`config.mk`:
```
export PLATFORM = sky130hd
export DESIGN_NAME = rr_idx_arbiter
export DESIGN_NICKNAME = d
export VERILOG_FILES = /design/src/rtl/arb_pkg.sv /design/src/rtl/prio_find.sv /design/src/rtl/rr_idx_arbiter.sv
export SDC_FILE = /design/constraint.sdc
export NUM_CORES = 1
export LEC_CHECK = 0
export CORE_MARGIN = 2
export CORE_UTILIZATION = 51
export CTS_CLUSTER_SIZE = 25
export DETAILED_ROUTE_END_ITERATION = 10
export PLACE_DENSITY = 0.86
export REMOVE_ABC_BUFFERS = 1
export SLEW_MARGIN = 20
export SYNTH_ARGS = -nofsm -noshare
export SYNTH_HDL_FRONTEND = slang
export SYNTH_SLANG_ARGS = --single-unit
```
`constraint.sdc`:
```
create_clock -name clk -period 4.3 [get_ports clk]
set_input_delay 0.645 -clock clk [delete_from_list [all_inputs] [get_ports clk]]
set_output_delay 0.645 -clock clk [all_outputs]
set_load 0.01 [all_outputs]
```
`src/rtl/arb_pkg.sv`:
```
// Shared arbitration constants for rr_idx_arbiter and its priority search.
package arb_pkg;

   localparam int ARB_MODE_FIXED = 0;
   localparam int ARB_MODE_RR    = 1;

endpackage

```
`src/rtl/prio_find.sv`:
```
// Wrapped first-set search: lowest set bit of req at or above start, wrapping N-1 -> 0.
module prio_find #(
   parameter int N = 16,
   localparam int PW = $clog2(N)
) (
   input  logic [N-1:0]  req,
   input  logic [PW-1:0] start,
   output logic          found,
   output logic [PW-1:0] idx
);

   always_comb begin
      found = 1'b0;
      idx   = '0;
      // Scan from the farthest offset down so the nearest set bit is written last.
      for (int i = N - 1; i >= 0; i--) begin
         logic [PW:0] pos;
         pos = {1'b0, start} + (PW + 1)'(i);
         if (pos >= (PW + 1)'(N)) begin
            pos = pos - (PW + 1)'(N);
         end
         if (req[pos[PW-1:0]]) begin
            found = 1'b1;
            idx   = pos[PW-1:0];
         end
      end
   end

endmodule

```
`src/rtl/rr_idx_arbiter.sv`:
```
// N-way fixed/round-robin index arbiter with a registered valid/ready grant.
// Optional grant locking is enabled by defining RR_IDX_ARBITER_LOCK_EN.
module rr_idx_arbiter
   import arb_pkg::*;
#(
   parameter int N = 16,
   parameter int MODE = ARB_MODE_RR,
   localparam int IDX_W = $clog2(N) + 1,
   localparam int PTR_W = $clog2(N)
) (
   input  logic             clk,
   input  logic             rst_n,
   input  logic [N-1:0]     req,
`ifdef RR_IDX_ARBITER_LOCK_EN
   input  logic             lock,
`endif
   input  logic             gnt_ready,
   output logic             gnt_valid,
   output logic [IDX_W-1:0] gnt_idx,
   output logic [N-1:0]     gnt_onehot,
   output logic [PTR_W-1:0] ptr
);

   logic             accept;
   logic             load;
   logic             lock_hit;
   logic             found;
   logic [PTR_W-1:0] ptr_inc;
   logic [PTR_W-1:0] start;
   logic [PTR_W-1:0] win_idx;
   logic [N-1:0]     win_onehot;

   assign accept  = gnt_valid & gnt_ready;
   assign load    = ~gnt_valid | accept;
   assign ptr_inc = (gnt_idx == IDX_W'(N - 1)) ? '0 : gnt_idx[PTR_W-1:0] + 1'b1;

`ifdef RR_IDX_ARBITER_LOCK_EN
   assign lock_hit = accept & lock & req[gnt_idx[PTR_W-1:0]];
`else
   assign lock_hit = 1'b0;
`endif

   generate
      if (MODE == ARB_MODE_RR) begin : g_rr_start
         // The search must already see the post-accept start on the accept edge.
         assign start = accept ? ptr_inc : ptr;
      end else begin : g_fixed_start
         assign start = '0;
      end
   endgenerate

   prio_find #(.N(N)) u_prio_find (
      .req   (req),
      .start (start),
      .found (found),
      .idx   (win_idx)
   );

   generate
      for (genvar gi = 0; gi < N; gi++) begin : g_onehot
         assign win_onehot[gi] = (win_idx == PTR_W'(gi));
      end
   endgenerate

   always_ff @(posedge clk) begin
      if (!rst_n) begin
         gnt_valid  <= 1'b0;
         gnt_idx    <= IDX_W'(N);
         gnt_onehot <= '0;
         ptr        <= '0;
      end else begin
         if (accept && !lock_hit) begin
            ptr <= ptr_inc;
         end
         // A lock hit simply keeps the current grant registers.
         if (load && !lock_hit) begin
            if (found) begin
               gnt_valid  <= 1'b1;
               gnt_idx    <= {1'b0, win_idx};
               gnt_onehot <= win_onehot;
            end else begin
               gnt_valid  <= 1'b0;
               gnt_idx    <= IDX_W'(N);
               gnt_onehot <= '0;
            end
         end
      end
   end

endmodule

```
# ---- Word-level counts from Yosys, hierarchy flattened
# Cells that the tools add are included.
dict set report totals {
  reg_bits 26
  output_inout_bits 26
  word_cells 173
}
dict set report op_classes {
  add_sub_neg 32
  n_lt_le_gt_ge 32
  eq_ne 16
  mux 85
  bitwise_logic 3
  reduce_logical 1
}
# cell n
set op_table {}
lappend op_table {{$mux W4} 34}
lappend op_table {{$lt A4 B5 Y1 const B} 16}
lappend op_table {{$ge A5 B5 Y1 const B} 15}
lappend op_table {{$bmux W1 S4} 16}
lappend op_table {{$sub A4 B1 Y4 const B} 16}
lappend op_table {{$add A4 B4 Y5 const B} 8}
lappend op_table {{$mux W1} 33}
lappend op_table {{$eq A4 B4 Y1 const B} 8}
lappend op_table {{$add A4 B3 Y5 const B} 4}
lappend op_table {{$eq A4 B3 Y1 const B} 4}
lappend op_table {{$mux W16} 1}
lappend op_table {{$add A4 B2 Y5 const B} 2}
lappend op_table {{$eq A4 B2 Y1 const B} 2}
lappend op_table {{$add A4 B1 Y5 const B} 1}
lappend op_table {{$eq A5 B4 Y1 const B} 1}
lappend op_table {{$ge A4 B5 Y1 const B} 1}
lappend op_table {{$mux W5} 1}
lappend op_table {{$add A4 B1 Y4 const B} 1}
lappend op_table {{$eq A4 B1 Y1 const B} 1}
lappend op_table {{$logic_not A4 Y1} 1}
lappend op_table {{$and A1 B1 Y1} 1}
lappend op_table {{$not A1 Y1} 1}
lappend op_table {{$or A1 B1 Y1} 1}

# ---- Depth between registers and ports, before layout
# Gate-level depths: netlist of the first run.
dict set report depth {
  ltp_word 26
  depth_mapped 18
  ltp_nobuf 14
}

# ---- Hierarchy
# A second synthesis of the first run with hierarchy kept.
dict set report hier_totals {
  hier_cells 387
  area_unflattened_um2 3410.8
}
# mod n_inst cells_per_inst area_per_inst_um2
set modules_own_cells {}
lappend modules_own_cells {prio_find 1 259 2328.5}
lappend modules_own_cells {rr_idx_arbiter 1 128 1082.3}

# ---- Worst setup path after synthesis of the first run
# OpenSTA, ideal clock, no wires.
dict set report synth_path {
  path_type {input to register}
  startpoint {input port gnt_ready}
  endpoint {register gnt_onehot[2]}
  setup_ns 0.088
  t_arrival_ns 4.357
  required_time_ns 4.212
  setup_slack_ns -0.145
  path_stages 16
  n_path_buf 3
  cell_sequence {nand2_1 -> a21oi_1 -> inv_1 -> buf_1 -> clkbuf_1 -> ha_1 -> buf_1 -> xnor2_4 -> mux4_2 -> mux2_2 -> and3_1 -> o31ai_1 -> o311a_1 -> o21ai_2 -> or2_1 -> o31ai_1}
}
dict set report synth_between {
  elab_chain_cells 25
  elab_cells_between_ends 132
}
# element line_no
set synth_rtl {}
lappend synth_rtl {{from (decl)} rr_idx_arbiter.sv:17} ;# input logic gnt_ready,
lappend synth_rtl {{$and A1 B1 Y1 *} rr_idx_arbiter.sv:33} ;# assign accept = gnt_valid & gnt_ready;
lappend synth_rtl {{$mux W4 *} --}
lappend synth_rtl {{named net start[1]} rr_idx_arbiter.sv:29} ;# logic [PTR_W-1:0] start;
lappend synth_rtl {{$add A4 B4 Y5} prio_find.sv:18} ;# pos = {1'b0, start} + (PW + 1)'(i);
lappend synth_rtl {{$sub A4 B1 Y4 or $ge A5 B5 Y1 (tied branches)} {prio_find.sv:20, prio_find.sv:19}}
lappend synth_rtl {{$mux W4} prio_find.sv:19} ;# if (pos >= (PW + 1)'(N)) begin
lappend synth_rtl {{$bmux W1 S4} prio_find.sv:22} ;# if (req[pos[PW-1:0]]) begin
lappend synth_rtl {{$mux W1 (not written as such)} prio_find.sv:22}
lappend synth_rtl {{$mux W4 (16 in a row)} prio_find.sv:22}
lappend synth_rtl {{$eq A4 B2 Y1} rr_idx_arbiter.sv:61} ;# assign win_onehot[gi] = (win_idx == PTR_W'(gi));
lappend synth_rtl {{$mux W16 *} rr_idx_arbiter.sv:77} ;# if (found) begin
lappend synth_rtl {{to (signal assigned)} rr_idx_arbiter.sv:80} ;# gnt_onehot <= win_onehot;
lappend synth_rtl {{to (decl)} rr_idx_arbiter.sv:20} ;# output logic [N-1:0] gnt_onehot,
# Mark *: on every way through the listed nets, which the timed path passes. The rest lies on a longest branch. The select of a mux whose other input is x is not followed.
# A chain may end at the register's enable or synchronous reset.

# ---- Worst setup path in the final report of the first run
dict set report layout_path {
  startpoint {register gnt_idx[1]}
  endpoint {register gnt_onehot[3]}
}
dict set report layout_between {
  elab_chain_cells 26
  elab_cells_between_ends 133
}
# element line_no
set layout_rtl {}
lappend layout_rtl {{from (decl)} rr_idx_arbiter.sv:19} ;# output logic [IDX_W-1:0] gnt_idx,
lappend layout_rtl {{from (signal assigned)} rr_idx_arbiter.sv:68} ;# gnt_idx <= IDX_W'(N);
lappend layout_rtl {{from (signal assigned)} rr_idx_arbiter.sv:79} ;# gnt_idx <= {1'b0, win_idx};
lappend layout_rtl {{from (signal assigned)} rr_idx_arbiter.sv:83} ;# gnt_idx <= IDX_W'(N);
lappend layout_rtl {{$add A4 B1 Y4 or $eq A5 B4 Y1 (tied branches)} rr_idx_arbiter.sv:35} ;# assign ptr_inc = (gnt_idx == IDX_W'(N - 1)) ? '0 : gnt_idx[PTR_W-1:0] + 1'b1;
lappend layout_rtl {{$mux W4 *} rr_idx_arbiter.sv:35}
lappend layout_rtl {{$mux W4 *} --}
lappend layout_rtl {{$add A4 B4 Y5} prio_find.sv:18}
lappend layout_rtl {{$sub A4 B1 Y4 or $ge A5 B5 Y1 (tied branches)} {prio_find.sv:20, prio_find.sv:19}}
lappend layout_rtl {{$mux W4} prio_find.sv:19}
lappend layout_rtl {{$bmux W1 S4} prio_find.sv:22}
lappend layout_rtl {{$mux W1 (not written as such)} prio_find.sv:22}
lappend layout_rtl {{$mux W4 (16 in a row)} prio_find.sv:22}
lappend layout_rtl {{$eq A4 B2 Y1} rr_idx_arbiter.sv:61}
lappend layout_rtl {{$mux W16 *} rr_idx_arbiter.sv:77}
# Mark *: on every way between the ends. The rest lies on a longest branch, timed or not. The select of a mux whose other input is x is not followed.

==> results of run 1 <==
==> routing by layer <==
metal	vias up	wire length [um]
li1	1863	-
met1	1928	4991
met2	229	6170
met3	55	978
met4	0	736
met5	-	0
==> flip-flops by register name (all words and copies together) (netlist names) <==
register    cells
gnt_onehot     16
gnt_idx         5
ptr             4
gnt_valid       1
==> final cells by class <==
| type | instances | share of cell area (%) |
|---|---|---|
| sequential | 26 | 11.09 |
| inverter | 15 | 1.304 |
| clock buffer | 3 | 0.8779 |
| timing repair buffer | 156 | 28.20 |
| clock inverter | 1 | 0.6385 |
| multi-input combinational | 345 | 55.84 |
| tap | 77 | 2.048 |
==> cell families after synthesis <==
group / count (synthesis) / synth area share, %
AO/OA/AOI/OAI: 140 / 32.17
AND/OR/NAND/NOR: 135 / 19.91
multiplexers: 56 / 22.15
buffers and inverters: 38 / 5.405
flip-flops: 26 / 15.84
XOR/XNOR: 12 / 3.769
adder cells (fa/ha/maj): 2 / 0.7612
==> where the power goes <==
group	total, mW	switching, mW	internal, mW
Combinational	2.62	1.36	1.26
Sequential	0.331	0.0389	0.292
Clock	0.201	0.0765	0.125
Total	3.15	1.48	1.67
==> synth_stat cells (10+ instances only) <==
cell type	instances	area share, %
a21oi_1	19	2.9
and2_1	10	1.9
dfxtp_1	26	16
inv_1	11	1.3
mux2_2	10	3.4
mux2i_1	33	10
mux4_2	12	8.2
nand2_1	42	4.8
nand3_1	11	1.7
nor2_1	34	3.9
o21ai_0	18	2.7
o31ai_1	19	4.3
==> tightest hold or removal path: stages, from the launching register on <==
cell,delay (ps)
dfxtp_1,330
nand2_1,50
o31ai_1,50
==> per-stage QoR <==
step	hold slack [ps]	setup TNS, ps
floorplan	480.2	-17800
global route	500.8	0
global placement	435.0	-3480
finish	462.7	0
detailed placement	441.2	-6924
CTS	461.5	0
==> layout by cell type, fill, tap and decap left out, types with 4 or more instances in the layout <==
master / instances
a22oi_1: 5
nor3_1: 5
dfxtp_1: 25
mux2i_2: 4
o21ai_0: 18
nand2_1: 42
nor4_1: 4
xnor2_1: 9
clkdlybuf4s50_1: 43
o31ai_1: 17
a31oi_1: 6
and2_1: 10
nand3_1: 11
a22o_1: 6
o21a_1: 4
nand4_1: 4
a221oi_1: 4
a21oi_1: 19
nor2_1: 34
inv_1: 11
o211ai_1: 8
mux2i_1: 29
buf_12: 4
mux2_2: 10
o221ai_1: 4
buf_4: 108
mux4_2: 12
a211oi_1: 7
nand2b_1: 4
nand4b_1: 4
==> what timing repair did <==
action                                  CTS  global route
resized for setup                         5             8
pin swaps                                 1             1
endpoints found under the setup margin   17            12
==> final timing paths <==
kind | cells past startpoint | to | start
setup / recovery | 15 | gnt_onehot[3] | gnt_idx[1]
hold / removal | 2 | gnt_onehot[7] | gnt_onehot[7]
setup reg to reg | 15 | gnt_onehot[3] | gnt_idx[1]
hold reg to reg | 2 | gnt_onehot[7] | gnt_onehot[7]
==> results.json, run 1 <==
{
  "leakage_nw": 1.963,
  "drc": 0,
  "post_cts_buffers": 0,
  "maxSlewHeadroom_pct": 32.20,
  "fin_nets": 568,
  "ys_seq_area_share_pct": 15.84,
  "synth_ff_type": "dfxtp_1",
  "first_pass_iters": 5,
  "arrival_ps": 4300,
  "cts_sinks": 26,
  "final-max-slew-violation-count": 0,
  "die_w_um": 84.28,
  "slowest_stage": "mux4_2",
  "hpwl_um": 10440,
  "die_y_um": 84.28,
  "ys_types": 76,
  "hold_violations": 0,
  "via_count": 4075,
  "antenna_found_initial": 0,
  "drv_cap": 0,
  "areaGrowthSynthToFinish_pct": 43.09,
  "regArea_um2": 521.8,
  "rows": 29,
  "dieArea_um2": 7103,
  "n_antenna_cell": 0,
  "ioPinCount": 45,
  "overflow": 0,
  "fmax_mhz": 242.3,
  "clk_path_buf_depth": 2,
  "grt_max_degree": 24,
  "grt_use_met3_pct": 4.523,
  "cp-start-kind": "flip-flop",
  "fin_area_um2": 4703,
  "synth_area_um2": 3287,
  "clkSlewWorstSetupHoldPaths_ps": 90,
  "critPathKind": "flip-flop to flip-flop",
  "synth_cells": 409,
  "period_minus_slack_ps": 4127,
  "dr.first_iter.drc_count": 285,
  "outcome": "finished, final reports clean",
  "grt_pass1_wl_um": 20420,
  "path_cells": "ha_2 > and3_1 > a21oi_1 > inv_1 > ha_1 > xnor2_4 > mux4_2 > buf_4 > mux2_2 > inv_1 > nor4_1 > nor4b_1 > o21ai_1 > a21bo_2 > o31ai_1",
  "placement.cell_area_um2": 4604,
  "finalCritPeriodShare_pct": 95.98,
  "worst_ep_required_time_ps": 4480,
  "cp_slowest_stage_delay_ps": 630,
  "grt_use_total_pct": 35.83,
  "dp_slack_ps": -487.0,
  "cts-buffers-inserted": 3,
  "cts_tree": "yes",
  "crit_top_cell": "inv_1",
  "layout.cells.non_filler": 623,
  "h-tree-depth": 1,
  "setup_ws_ps": 172.9,
  "cp_num_buf_inv": 3,
  "fillers": 488,
  "multi_input_area_um2": 2626,
  "portBuffers": 44,
  "power_density_nw_per_um2": 670.6,
  "power_mw": 3.154,
  "clk_latency_ps": 270,
  "root_buffer": "clkbuf_8",
  "critical-path-top-delay-family": "compound AO/OA/AOI/OAI gates",
  "gp_congestion": 1.059,
  "dp.cells": 619,
  "finalSetupViolCount": 0,
  "synthArstFlopShare_pct": 0,
  "finClkSkew_ps": 6.361,
  "grt.busiest_layer": "met2",
  "grt_pass1_vias": 3993,
  "cp-end-kind": "flip-flop",
  "rsz0062_at_grt": "no",
  "ys_ff_latch": 26,
  "r2r_slack_ps": 170,
  "core_um2": 6277,
  "grtUsageMet1_pct": 43.68,
  "wl_per_cell_um": 20.67,
  "worst_pin_slew_ps": 1013,
  "synth-edff-count": 0,
  "initial_core_util_pct": 52.36,
  "hold_path.class": "flip-flop to flip-flop",
  "cts_hold_buf": 0,
  "peakVddDrop_uv": 555.3,
  "postRouteAntennaNets": 0,
  "synth_warnings": 0,
  "wl_um": 12880,
  "use_met2_pct": 61.26,
  "via_per_inst": 6.541,
  "path_max_fanout": 8,
  "final_core_util_pct": 74.93,
  "synth_area_per_cell_um2": 8.036,
  "drive_above_1_share_pct": 30.59
}
Note: power is estimated with default switching activity, not from simulation.
==> run 2, diff against run 1 <==
--- a/config.mk
+++ b/config.mk
@@ -10,8 +10,10 @@
 export CTS_CLUSTER_SIZE = 25
 export DETAILED_ROUTE_END_ITERATION = 10
 export PLACE_DENSITY = 0.86
+export RECOVER_POWER = 100
 export REMOVE_ABC_BUFFERS = 1
 export SLEW_MARGIN = 20
 export SYNTH_ARGS = -nofsm -noshare
 export SYNTH_HDL_FRONTEND = slang
+export SYNTH_HIERARCHICAL = 1
 export SYNTH_SLANG_ARGS = --single-unit
==> run 2 against run 1 <==
Routed wire length rose by 5.0%. Global-route usage decreased by 1.9 points. Combinational power is 8.4% lower. Highest routed layer unchanged. Total power fell by 8.5%. Cell count down 3.5%. Critical path depth increased by 3. Critical path type unchanged. The flow now finishes with violations (design-rule violations).
==> results.json, run 2 <==
{
  "outcome": "finished, violations left",
  "violations": "design-rule violations",
  "die_y_um": 85.78,
  "mostFrequentLayoutCell": "buf_4",
  "rsz0062_at_grt": "no",
  "worst_ep_required_time_ps": 4490,
  "mostFrequentLayoutCells": "102 x buf_4, 46 x nand2_1, 29 x a21oi_1, 27 x dlygate4sd3_1",
  "fmax_mhz": 237.7,
  "r2r_start": "gnt_idx[0]",
  "wl_per_cell_um": 22.50,
  "arrival_ps": 4400,
  "synth_warnings": 6,
  "antenna_found_initial": 0,
  "areaGrowthSynthToFinish_pct": 48.57,
  "n_antenna_cell": 0,
  "synthTopCellsByArea": "dfxtp_1 15%, mux4_2 12%, mux2i_1 7.6%, mux2_2 6.3%, mux4_1 6.2%",
  "clk_latency_ps": 270,
  "finalCritPeriodShare_pct": 97.85,
  "largest_register": "gnt_onehot",
  "min_from": "gnt_onehot[7]",
  "grt_max_degree": 24,
  "dp.cells": 574,
  "peakVddDrop_uv": 333.4,
  "r2r_slack_ps": 90,
  "period_minus_slack_ps": 4207,
  "overflow": 0,
  "power_density_nw_per_um2": 569.8,
  "gp_congestion": 0.9791,
  "synth_top_cell_by_area": "dfxtp_1",
  "layout.cells.non_filler": 601,
  "drive_above_1_share_pct": 40.65,
  "critPathKind": "flip-flop to flip-flop",
  "wl_um": 13520,
  "via_count": 4205,
  "finClkSkew_ps": 6.245,
  "synth_cells": 387,
  "final-max-slew-violation-count": 0,
  "maxSlewHeadroom_pct": 49.88,
  "cp-start-kind": "flip-flop",
  "min_to": "gnt_onehot[7]",
  "cp-end-kind": "flip-flop",
  "via_per_inst": 6.997,
  "r2r_end": "gnt_onehot[14]",
  "startpoint": "gnt_idx[0]",
  "die_w_um": 85.78,
  "clk_path_buf_depth": 2,
  "cts_tree": "yes",
  "reg2reg_depth": 18,
  "reg_top3": "gnt_onehot x16, gnt_idx x5, ptr x4",
  "postRouteAntennaNets": 0,
  "drc": 5,
  "finalSetupTns_ps": 0,
  "grt_use_total_pct": 33.96,
  "clkSlewWorstSetupHoldPaths_ps": 90,
  "cts-buffers-inserted": 3,
  "synth.most_common_cell": "nand2_1",
  "fin_area_um2": 5067,
  "ioPinCount": 45,
  "ys_types": 67,
  "cts_sinks": 26,
  "dr.first_iter.drc_count": 488,
  "leakage_nw": 2.003,
  "synthTopCellsByCount": "48 x nand2_1, 33 x a21oi_1, 26 x dfxtp_1, 26 x mux2i_1, 24 x nor2_1",
  "ys_seq_area_share_pct": 15.26,
  "rows": 29,
  "root_buffer": "clkbuf_8",
  "hold_violations": 0,
  "largest_reg_flops": 16,
  "h-tree-depth": 1,
  "grt_pass1_wl_um": 19780,
  "ys_ff_latch": 26,
  "grt_pass1_vias": 3852,
  "synth_ff_type": "dfxtp_1",
  "synthArstFlopShare_pct": 0,
  "synth_area_per_cell_um2": 8.813,
  "finalSetupViolCount": 0,
  "min_path_cells": 2,
  "hpwl_um": 8851,
  "power_mw": 2.887,
  "hold_path.class": "flip-flop to flip-flop",
  "placement.cell_area_um2": 4528,
  "path_max_fanout": 6,
  "dieArea_um2": 7358,
  "worst_pin_slew_ps": 751.9,
  "portBuffers": 44,
  "fin_nets": 552,
  "synth_area_um2": 3411,
  "core_um2": 6422,
  "first_pass_iters": 9,
  "drv_cap": 0,
  "initial_core_util_pct": 53.11,
  "synth-edff-count": 0,
  "synth_top_area_share_pct": 15.26
}
[run 2: power by group]
| group | leakage (nW) | internal, mW | switching, mW | total [mW] |
|---|---|---|---|---|
| Sequential | 0.211 | 0.270 | 0.0159 | 0.286 |
| Combinational | 1.76 | 1.17 | 1.23 | 2.40 |
| Clock | 0.0357 | 0.124 | 0.0773 | 0.202 |
[run 2: how the worst max path moves through the flow]
stage	to	slack, ps	depth (start not counted)
3_5_place_dp	gnt_onehot[8]	-670	17
6_report	gnt_onehot[14]	90	18
4_1_cts	gnt_onehot[5]	7	18
3_3_place_gp	gnt_onehot[3]	-540	15
5_1_grt	gnt_onehot[8]	10	18
2_1_floorplan	gnt_onehot[10]	-800	15
[run 2: cells by family (layout without fill, tap and decap cells)]
family                     Yosys count  count (layout)  share of synthesized area, %
muxes                               76              76                         34.52
and+or+nand+nor                    132             132                         19.30
DFF                                 26              26                         15.26
AOI/OAI and AO/OA                   98              98                         18.64
adders and majority gates            8               8                         2.935
buffers and inverters               35             172                         5.282
xor gates and xnor gates            12              12                         4.072
[run 2: area by class of cell]
| class | instances | area [um^2] |
|---|---|---|
| inverters | 11 | 45.04 |
| repair buffers | 157 | 1398 |
| multi-input cells | 326 | 2937 |
| clock inverters | 1 | 30.03 |
| well taps | 77 | 96.34 |
| clock buffers | 3 | 41.29 |
| fillers | 375 | 1355 |
| flip-flops and latches | 26 | 520.5 |
[run 2: repair_timing]
action | CTS | global route
setup endpoints to repair | 22 | 22
hold buffers | 0 | 0
resized for setup | 58 | 20
setup buffers | 9 | 10
gates cloned | 2 | 2
pin swaps | 9 | 7
[run 2: routing by layer]
| layer | part of all wire, % | global-route usage (%) |
|---|---|---|
| met1 | 34 | 41.90 |
| met3 | 10 | 5.486 |
| met5 | 0 | 0 |
| met2 | 48 | 58.81 |
| met4 | 7.4 | 14.29 |
[run 2: worst max-delay path, cell delays in order (launching register included)]
cell	delay, ps
dfxtp_1	330
ha_1	230
nand4b_1	120
or3b_4	430
nand2_8	120
inv_4	50
ha_4	310
mux4_2	350
mux2_4	320
buf_4	170
a222oi_1	350
buf_4	200
nand3_1	90
nor2_1	120
o211ai_1	120
a21oi_2	320
buf_2	220
nand4_1	90
a21oi_1	190
[run 2: stage by stage]
stage	setup slack (ps)	utilization [%]	hold slack, ps
6_report	92.55	78.90	457.6
5_1_grt	13.07	78.90	482.5
4_1_cts	7.344	75.45	463.5
3_5_place_dp	-672.8	70.50	450.6
3_3_place_gp	-544.8	70.50	442.7
2_1_floorplan	-796.1	-	480.5
==> run 3, diff against run 2 <==
--- a/config.mk
+++ b/config.mk
@@ -5,6 +5,7 @@
 export SDC_FILE = /design/constraint.sdc
 export NUM_CORES = 1
 export LEC_CHECK = 0
+export CAP_MARGIN = 40
 export CORE_MARGIN = 2
 export CORE_UTILIZATION = 51
 export CTS_CLUSTER_SIZE = 25
==> results of run 3 <==
Same layout as run 2: the final DEF is identical, and so are final timing and power.
